<file path="config.mk">
export PLATFORM = sky130hd
export DESIGN_NAME = crd_drop_unit
export DESIGN_NICKNAME = d
export VERILOG_FILES = /design/src/rtl/sparse_tok_pkg.sv /design/src/rtl/crd_fifo2.sv /design/src/rtl/crd_drop_unit.sv
export SDC_FILE = /design/constraint.sdc
export NUM_CORES = 1
export LEC_CHECK = 0
export CORE_ASPECT_RATIO = 1.2
export CORE_MARGIN = 8
export CORE_UTILIZATION = 40
export DETAILED_ROUTE_END_ITERATION = 8
export GPL_TIMING_DRIVEN = 0
export PLACE_DENSITY = 0.57
export SLEW_MARGIN = 25
export SYNTH_ARGS = -nofsm -noshare
export SYNTH_HDL_FRONTEND = slang
export SYNTH_HIERARCHICAL = 1
export SYNTH_SLANG_ARGS = --single-unit
</file>
<file path="constraint.sdc">
create_clock -name clk -period 7.5 [get_ports clk]
set_input_delay 1.5 -clock clk [delete_from_list [all_inputs] [get_ports clk]]
set_output_delay 1.5 -clock clk [all_outputs]
set_load 0.05 [all_outputs]
</file>
<file path="src/rtl/sparse_tok_pkg.sv">
// sparse_tok_pkg: shared sparse-stream token format, token helpers and drop-unit FSM states
//   Token: bit 16 = control flag; data = {0, coord}; stop S_k = 0x10000 | k; done = 0x10100
package sparse_tok_pkg;
    localparam int TOKEN_W = 17;
    localparam logic [TOKEN_W-1:0] STOP_BASE = 17'h10000;
    localparam logic [TOKEN_W-1:0] DONE_TOKEN = 17'h10100;

    typedef enum logic [1:0] {ST_OUTER, ST_INNER, ST_OSTOP, ST_IDONE} crd_state_e;

    function automatic logic is_done(input logic [TOKEN_W-1:0] t);
        return t == DONE_TOKEN;
    endfunction

    function automatic logic is_stop(input logic [TOKEN_W-1:0] t);
        return t[TOKEN_W-1] && t != DONE_TOKEN;
    endfunction

    function automatic logic [15:0] stop_lvl(input logic [TOKEN_W-1:0] t);
        return t[15:0];
    endfunction

    function automatic logic [TOKEN_W-1:0] mk_stop(input logic [15:0] k);
        return STOP_BASE | {1'b0, k};
    endfunction
endpackage

</file>
<file path="src/rtl/crd_fifo2.sv">
// crd_fifo2: 2-entry register FIFO; output is the registered head entry
//   rst     : sync active-high clear      en   : update enable
//   push/din: write when not full          pop  : drop head when not empty
//   dout    : head entry                   full/empty : occupancy flags
module crd_fifo2
    import sparse_tok_pkg::*;
#(
    parameter int W = TOKEN_W
) (
    input  logic         clk,
    input  logic         rst,
    input  logic         en,
    input  logic         push,
    input  logic [W-1:0] din,
    input  logic         pop,
    output logic [W-1:0] dout,
    output logic         full,
    output logic         empty
);
    logic [1:0][W-1:0] mem_q, mem_d;
    logic              wp_q, wp_d, rp_q, rp_d;
    logic [1:0]        cnt_q, cnt_d;

    always_comb begin
        mem_d = mem_q;
        if (push) mem_d[wp_q] = din;
        wp_d  = push ? !wp_q : wp_q;
        rp_d  = pop ? !rp_q : rp_q;
        cnt_d = cnt_q + {1'b0, push} - {1'b0, pop};
    end

    always_ff @(posedge clk) begin
        if (rst) begin
            mem_q <= '0;
            wp_q  <= 1'b0;
            rp_q  <= 1'b0;
            cnt_q <= 2'd0;
        end else if (en) begin
            mem_q <= mem_d;
            wp_q  <= wp_d;
            rp_q  <= rp_d;
            cnt_q <= cnt_d;
        end
    end

    assign dout  = mem_q[rp_q];
    assign full  = cnt_q == 2'd2;
    assign empty = cnt_q == 2'd0;
endmodule

</file>
<file path="src/rtl/crd_drop_unit.sv">
// crd_drop_unit: drops outer coordinates whose intersected inner fiber is empty, merging their stops
//   clk, flush (sync active-high clear), clk_en (update enable), tile_en (gates all ready/valid)
//   coord_in_outer/_valid/_ready  : outer coordinate stream in
//   coord_in_inner/_valid/_ready  : inner stream in (from intersect_unit)
//   coord_out_outer/_valid/_ready : filtered outer stream out
//   coord_out_inner/_valid/_ready : filtered inner stream out
//   proto_err : sticky protocol error, only when CRD_DROP_PROTO_CHECK_EN is defined (else 0)
module crd_drop_unit
    import sparse_tok_pkg::*;
(
    input  logic               clk,
    input  logic               flush,
    input  logic               clk_en,
    input  logic               tile_en,
    input  logic [TOKEN_W-1:0] coord_in_outer,
    input  logic               coord_in_outer_valid,
    output logic               coord_in_outer_ready,
    input  logic [TOKEN_W-1:0] coord_in_inner,
    input  logic               coord_in_inner_valid,
    output logic               coord_in_inner_ready,
    output logic [TOKEN_W-1:0] coord_out_outer,
    output logic               coord_out_outer_valid,
    input  logic               coord_out_outer_ready,
    output logic [TOKEN_W-1:0] coord_out_inner,
    output logic               coord_out_inner_valid,
    input  logic               coord_out_inner_ready,
    output logic               proto_err
);
    crd_state_e         state_q, state_d;
    logic [15:0]        c_q, c_d, pend_q, pend_d;
    logic               has_data_q, has_data_d, pend_valid_q, pend_valid_d;
    logic               en, o_acc, i_acc, o_ctrl, i_ctrl, bad_o, bad_i;
    logic               outer_rdy, inner_rdy;
    logic               o_push, i_push, o_full, i_full, o_empty, i_empty;
    logic [TOKEN_W-1:0] o_din, i_din;
    logic [15:0]        i_lvl;

    assign en     = tile_en && clk_en && !flush;
    assign o_ctrl = coord_in_outer[TOKEN_W-1];
    assign i_ctrl = coord_in_inner[TOKEN_W-1];
    assign i_lvl  = stop_lvl(coord_in_inner);

    // Inner data waits while a stop is pending or the FIFOs it needs are full;
    // stops never push directly, so they are always accepted in INNER.
    always_comb begin
        outer_rdy = (state_q == ST_OUTER || state_q == ST_OSTOP) && !o_full;
        inner_rdy = state_q == ST_INNER ? i_ctrl || (!pend_valid_q && !i_full && (has_data_q || !o_full)) :
                    state_q == ST_IDONE ? !pend_valid_q && !i_full : 1'b0;
    end

    assign coord_in_outer_ready = en && outer_rdy;
    assign coord_in_inner_ready = en && inner_rdy;
    assign o_acc = coord_in_outer_valid && coord_in_outer_ready;
    assign i_acc = coord_in_inner_valid && coord_in_inner_ready;

`ifdef CRD_DROP_PROTO_CHECK_EN
    logic [15:0] ostop_lvl_q, ostop_lvl_d;
    logic        err_q, err_d;
    assign bad_o = state_q == ST_OSTOP && coord_in_outer != mk_stop(ostop_lvl_q);
    assign bad_i = (state_q == ST_INNER && is_done(coord_in_inner)) ||
                   (state_q == ST_IDONE && !is_done(coord_in_inner));
    assign ostop_lvl_d = (state_q == ST_INNER && i_acc && i_ctrl) ? i_lvl - 16'd1 : ostop_lvl_q;
    assign err_d = err_q || (o_acc && bad_o) || (i_acc && bad_i);
    always_ff @(posedge clk) begin
        if (flush) begin
            ostop_lvl_q <= '0;
            err_q       <= 1'b0;
        end else if (clk_en) begin
            ostop_lvl_q <= ostop_lvl_d;
            err_q       <= err_d;
        end
    end
    assign proto_err = err_q;
`else
    assign bad_o     = 1'b0;
    assign bad_i     = 1'b0;
    assign proto_err = 1'b0;
`endif

    always_comb begin
        state_d      = state_q;
        c_d          = c_q;
        has_data_d   = has_data_q;
        pend_d       = pend_q;
        pend_valid_d = pend_valid_q;
        o_push       = 1'b0;
        o_din        = coord_in_outer;
        i_push       = 1'b0;
        i_din        = coord_in_inner;
        case (state_q)
            ST_OUTER: begin
                if (o_acc && !o_ctrl) begin
                    c_d        = coord_in_outer[15:0];
                    has_data_d = 1'b0;
                    state_d    = ST_INNER;
                end else if (o_acc && is_done(coord_in_outer)) begin
                    o_push  = 1'b1;
                    state_d = ST_IDONE;
                end
            end
            ST_INNER: begin
                if (en && coord_in_inner_valid && pend_valid_q && !i_ctrl && !i_full) begin
                    // flush the held stop ahead of the data token, which stays put
                    i_push       = 1'b1;
                    i_din        = mk_stop(pend_q);
                    pend_valid_d = 1'b0;
                end else if (i_acc && !bad_i && !i_ctrl) begin
                    i_push     = 1'b1;
                    o_push     = !has_data_q;
                    o_din      = {1'b0, c_q};
                    has_data_d = 1'b1;
                end else if (i_acc && !bad_i) begin
                    // non-empty fiber: take S_k; empty fiber: keep max level, S_0 alone is dropped
                    pend_d       = (has_data_q || !pend_valid_q || i_lvl > pend_q) ? i_lvl : pend_q;
                    pend_valid_d = pend_valid_q || has_data_q || i_lvl != 16'd0;
                    state_d      = i_lvl == 16'd0 ? ST_OUTER : ST_OSTOP;
                end
            end
            ST_OSTOP: begin
                if (o_acc && !bad_o) begin
                    o_push  = 1'b1;
                    state_d = ST_OUTER;
                end
            end
            ST_IDONE: begin
                if (en && pend_valid_q && !i_full) begin
                    i_push       = 1'b1;
                    i_din        = mk_stop(pend_q);
                    pend_valid_d = 1'b0;
                end else if (i_acc && !bad_i) begin
                    i_push  = 1'b1;
                    state_d = ST_OUTER;
                end
            end
            default: state_d = ST_OUTER;
        endcase
    end

    always_ff @(posedge clk) begin
        if (flush) begin
            state_q      <= ST_OUTER;
            c_q          <= '0;
            has_data_q   <= 1'b0;
            pend_q       <= '0;
            pend_valid_q <= 1'b0;
        end else if (clk_en) begin
            state_q      <= state_d;
            c_q          <= c_d;
            has_data_q   <= has_data_d;
            pend_q       <= pend_d;
            pend_valid_q <= pend_valid_d;
        end
    end

    crd_fifo2 u_fifo_outer (
        .clk  (clk),
        .rst  (flush),
        .en   (clk_en),
        .push (o_push),
        .din  (o_din),
        .pop  (coord_out_outer_valid && coord_out_outer_ready),
        .dout (coord_out_outer),
        .full (o_full),
        .empty(o_empty)
    );

    crd_fifo2 u_fifo_inner (
        .clk  (clk),
        .rst  (flush),
        .en   (clk_en),
        .push (i_push),
        .din  (i_din),
        .pop  (coord_out_inner_valid && coord_out_inner_ready),
        .dout (coord_out_inner),
        .full (i_full),
        .empty(i_empty)
    );

    assign coord_out_outer_valid = en && !o_empty;
    assign coord_out_inner_valid = en && !i_empty;
endmodule

</file>
==> summary.md <==
| Metric | Value |
|---|---|
| DRT iter0 DRCs | `265` |
| Slew headroom | `50.4%` |
| Initial antenna violation count | `0` |
| Leakage | `roughly 2.5 nW` |
| Switching share of power | `between 20% and 30%` |
| Clock slew at reported path FFs | `approximately 0.08 ns` |
| Post-detail-place hpwl | `12700 um` |
| Switching power | `0.375 mW` |
| CTS hold repair buffers | `0` |
| Worst hold path depth | `2` |
| Outcome | `complete, no violations` |
| Final Core Density | `50.2%` |
| Yosys top cell by area | `dfxtp_1` |
| Total of max-cap violations | `0` |
| Highest Signal Layer | `met4` |
| DRT antenna net count | `0` |
| Ys flop type | `dfxtp_1` |
| CP delay by family, top | `buffers and inverters` |
| Register area share after synthesis | `37.9%` |
| Post-synth EDFFs | `0` |
| Initial core utilization | `41.0%` |
| RSZ-0062 raised after global routing | `no` |
| CTS tree | `done` |
| Avg Synthesized Cell Area | `around 8.3 um2` |
| Vias in the first global route | `5297` |
| Pint | `around 0.94 mW` |
| Top cells by area, synth | `dfxtp_1 (38%), nand2_1 (13%), mux2_2 (9.5%), a21oi_1 (6.4%), a21oi_2 (4.4%)` |
| Num CTS Buffers | `9` |
| Max stage delay on crit path | `approximately 0.84 ns` |
| CP bufs+invs | `2` |
| Met1 Wirelength | `6970 um` |
| DRT Wirelength | `16700 um` |
| Critical path class | `in2out` |
| Final setup viols | `0` |
| WHS Endpoint | `u_fifo_inner/mem_q[32]` |
| Yosys reg bits | `112` |
| Critical path data arrival time | `3.53 ns` |
| Clock power frac | `38.9%` |
| Die width | `~130 um` |
| Worst-Skew Late Latency | `0.36 ns` |
| Count leader, synth | `nand2_1` |
| H-tree lvl count | `3` |
| Slowest stage cell, crit path | `clkdlybuf4s50_1` |
| Nets | `865` |
| Worst Min Path Start | `u_fifo_inner/mem_q[32]` |
| Tcrit/Tclk final | `67.1%` |
| Max-slew violation count | `0` |
| Core box area | `0.0144 mm2` |
| Logic pwr share | `14.9%` |
| Clk sinks | `between 100 and 150` |
| Global-route usage over all layers | `17.8%` |
| P&R area growth vs syn | `22.4%` |
| Post-Synthesis Cells | `~710` |
| Postcts setup bufs | `0` |
| Clock Tree Buf Depth | `2` |
| CP dominant cell by count | `clkdlybuf4s50_1` |
| Clock period minus worst slack | `5.03 ns` |
| CP required | `6.00 ns` |
| Critical path capture point type | `primary output` |
| First-pass iteration count of the detailed router | `4` |
| GR Overflow Total | `0` |
| Cell area after synthesis | `about 0.006 mm2` |
| Routability Congestion | `about 0.86` |
| Hold Crit Class | `reg2reg` |
| Synth cell types | `55` |
| Worst reg2reg startpoint | `u_fifo_inner/cnt_q[1]` |
| Post-synth top area share | `37.9%` |
| Max VDD drop | `slightly below 90 uV` |
| Worst Skew | `0.0106 ns` |
| Global-route wire length before repair | `27100 um` |
| Fmax | `199 MHz` |
| Worst r2r dst | `u_fifo_outer/mem_q[7]` |
| Row count | `between 40 and 50` |
| Synth top cells by count | `nand2_1 (198), dfxtp_1 (112), a21oi_1 (76), mux2_2 (50), a21oi_2 (30)` |
| Ys async rst share | `0%` |
| I/O Buffers | `79` |
| N_diodes | `0` |
| R2R cell count | `11` |
| Post-cts gate resize count | `0` |
| Worst Setup Start Kind | `input pin` |
| Die area | `0.0189 mm2` |
| Ys Warns | `6` |
| Crit-path cells | `clkdlybuf4s50_1 > nor2b_1 > nand2_1 > a21oi_1 > clkdlybuf4s50_1` |
| Reg-to-reg slack, setup | `between 4 and 5 ns` |
| Crit-path max FO | `5` |
| Top-Level Pins | `81` |
| Largest net degree at the start of global routing | `21` |
| Metal2 WL | `8480 um` |
| Fin. Hold Viols | `0` |
| Layout cells sized above 1 | `18.8%` |
| TNS Setup | `0 ns` |
| Syn nets | `slightly below 800` |
| DR vias/cell | `5.32` |
| Die height | `149 um` |
| Avg WL per Cell | `17.0 um` |
| DRC violations left | `0` |
| Slew of the pin with the lowest slew margin | `between 0.7 and 0.8 ns` |
| Root buffer cell | `clkbuf_16` |
| Vias | `between 5000 and 6000` |
| Power density relative to cell area | `182 mW/mm2` |
| DR WL met3 | `910 um` |
| Power share of the sequential group | `46.2%` |
power by group through the flow:
stage	Sequential (mW)	Clock, mW	Combinational, mW
floorplan	0.621	0	0.125
global placement	0.622	0	0.193
global route	0.609	0.549	0.215
finish	0.608	0.513	0.196
detailed placement	0.622	0	0.196
CTS	0.608	0.523	0.196
area by class of cell:
cell class,instances,area (um2)
flip-flops and latches,112,2240
plain buffers,45,334
clock buffers,9,225
inverters,25,93.8
multi-input cells,531,3240
repair buffers,79,791
fillers,1431,7180
clock inverters,7,88.8
well taps,175,219
sequential cells by signal, summed over array words and instances, names as in the netlist, 2 cells and up:
signal	flops
u_fifo_inner/cnt_q	2
pend_q	16
state_q	2
u_fifo_outer/mem_q	34
u_fifo_outer/cnt_q	2
c_q	16
u_fifo_inner/mem_q	34
metal layers:
layer / up-vias / global-route usage [%]
met1: 2442 / 20.3
met4: 0 / 7.09
met5: - / 0
li1: 2613 / -
met3: 20 / 3.47
met2: 151 / 31.9
layout by cell type, fill, tap and decap left out, drive strengths merged, types with 2 or more instances in the layout:
master,n
nand2,203
dfxtp,112
a21oi,106
clkdlybuf4s50,79
mux2,50
buf,35
o31ai,28
inv,28
nor2,23
ha,20
nand3,20
clkbuf,19
o21ai,13
nor4,8
nand4,7
nor2b,7
xor2,4
nand3b,4
nand2b,3
and3b,3
o211ai,2
nor3,2
a21o,2
and2,2
a31oi,2
o22ai,2
nor3b,2
and3,2
mux2i,2
a31o,2
clkinv,2
worst max-delay path by stage:
stage                       start                   end  slack, ns  cells after the start
5_1_grt                     flush  coord_in_outer_ready       2.42                      4
3_5_place_dp                flush  coord_in_outer_ready       2.44                      4
6_report       coord_in_inner[16]  coord_in_inner_ready       2.47                      5
4_1_cts                     flush  coord_in_outer_ready       2.44                      4
3_3_place_gp                flush  coord_in_outer_ready       2.47                      4
2_1_floorplan               flush  coord_in_outer_ready       3.25                      2
cells by family (layout without fill, tap and decap cells):
logic type               Yosys count  in the layout  share of synthesized area, %
AND/OR/NAND/NOR                  293            293                          22.7
AO/OA/AOI/OAI                    161            161                          17.4
flip-flops                       112            112                          37.9
buffers and inverters             70            165                          7.24
multiplexers                      52             52                          9.86
adder cells (fa/ha/maj)           20             20                          4.23
XOR/XNOR                           4              4                         0.593
other                              1              1                        0.0634
stage by stage:
stage	cells	power [mW]	instance area [um2]	setup WS [ns]	hold slack, ns
after global placement	967	0.815	6920	2.47	0.439
after global routing	983	1.37	7240	2.42	0.477
final	983	1.32	7240	2.47	0.458
after floorplan	713	0.746	5910	3.25	0.433
after detailed placement	967	0.818	6920	2.44	0.445
after CTS	983	1.33	7240	2.44	0.459
worst min-delay path, stage by stage, from the launching register on:
cell and delay [ns]:
dfxtp_1 0.31, nand2_1 0.05, a21oi_1 0.05
Note: power is estimated with default switching activity, not from simulation.
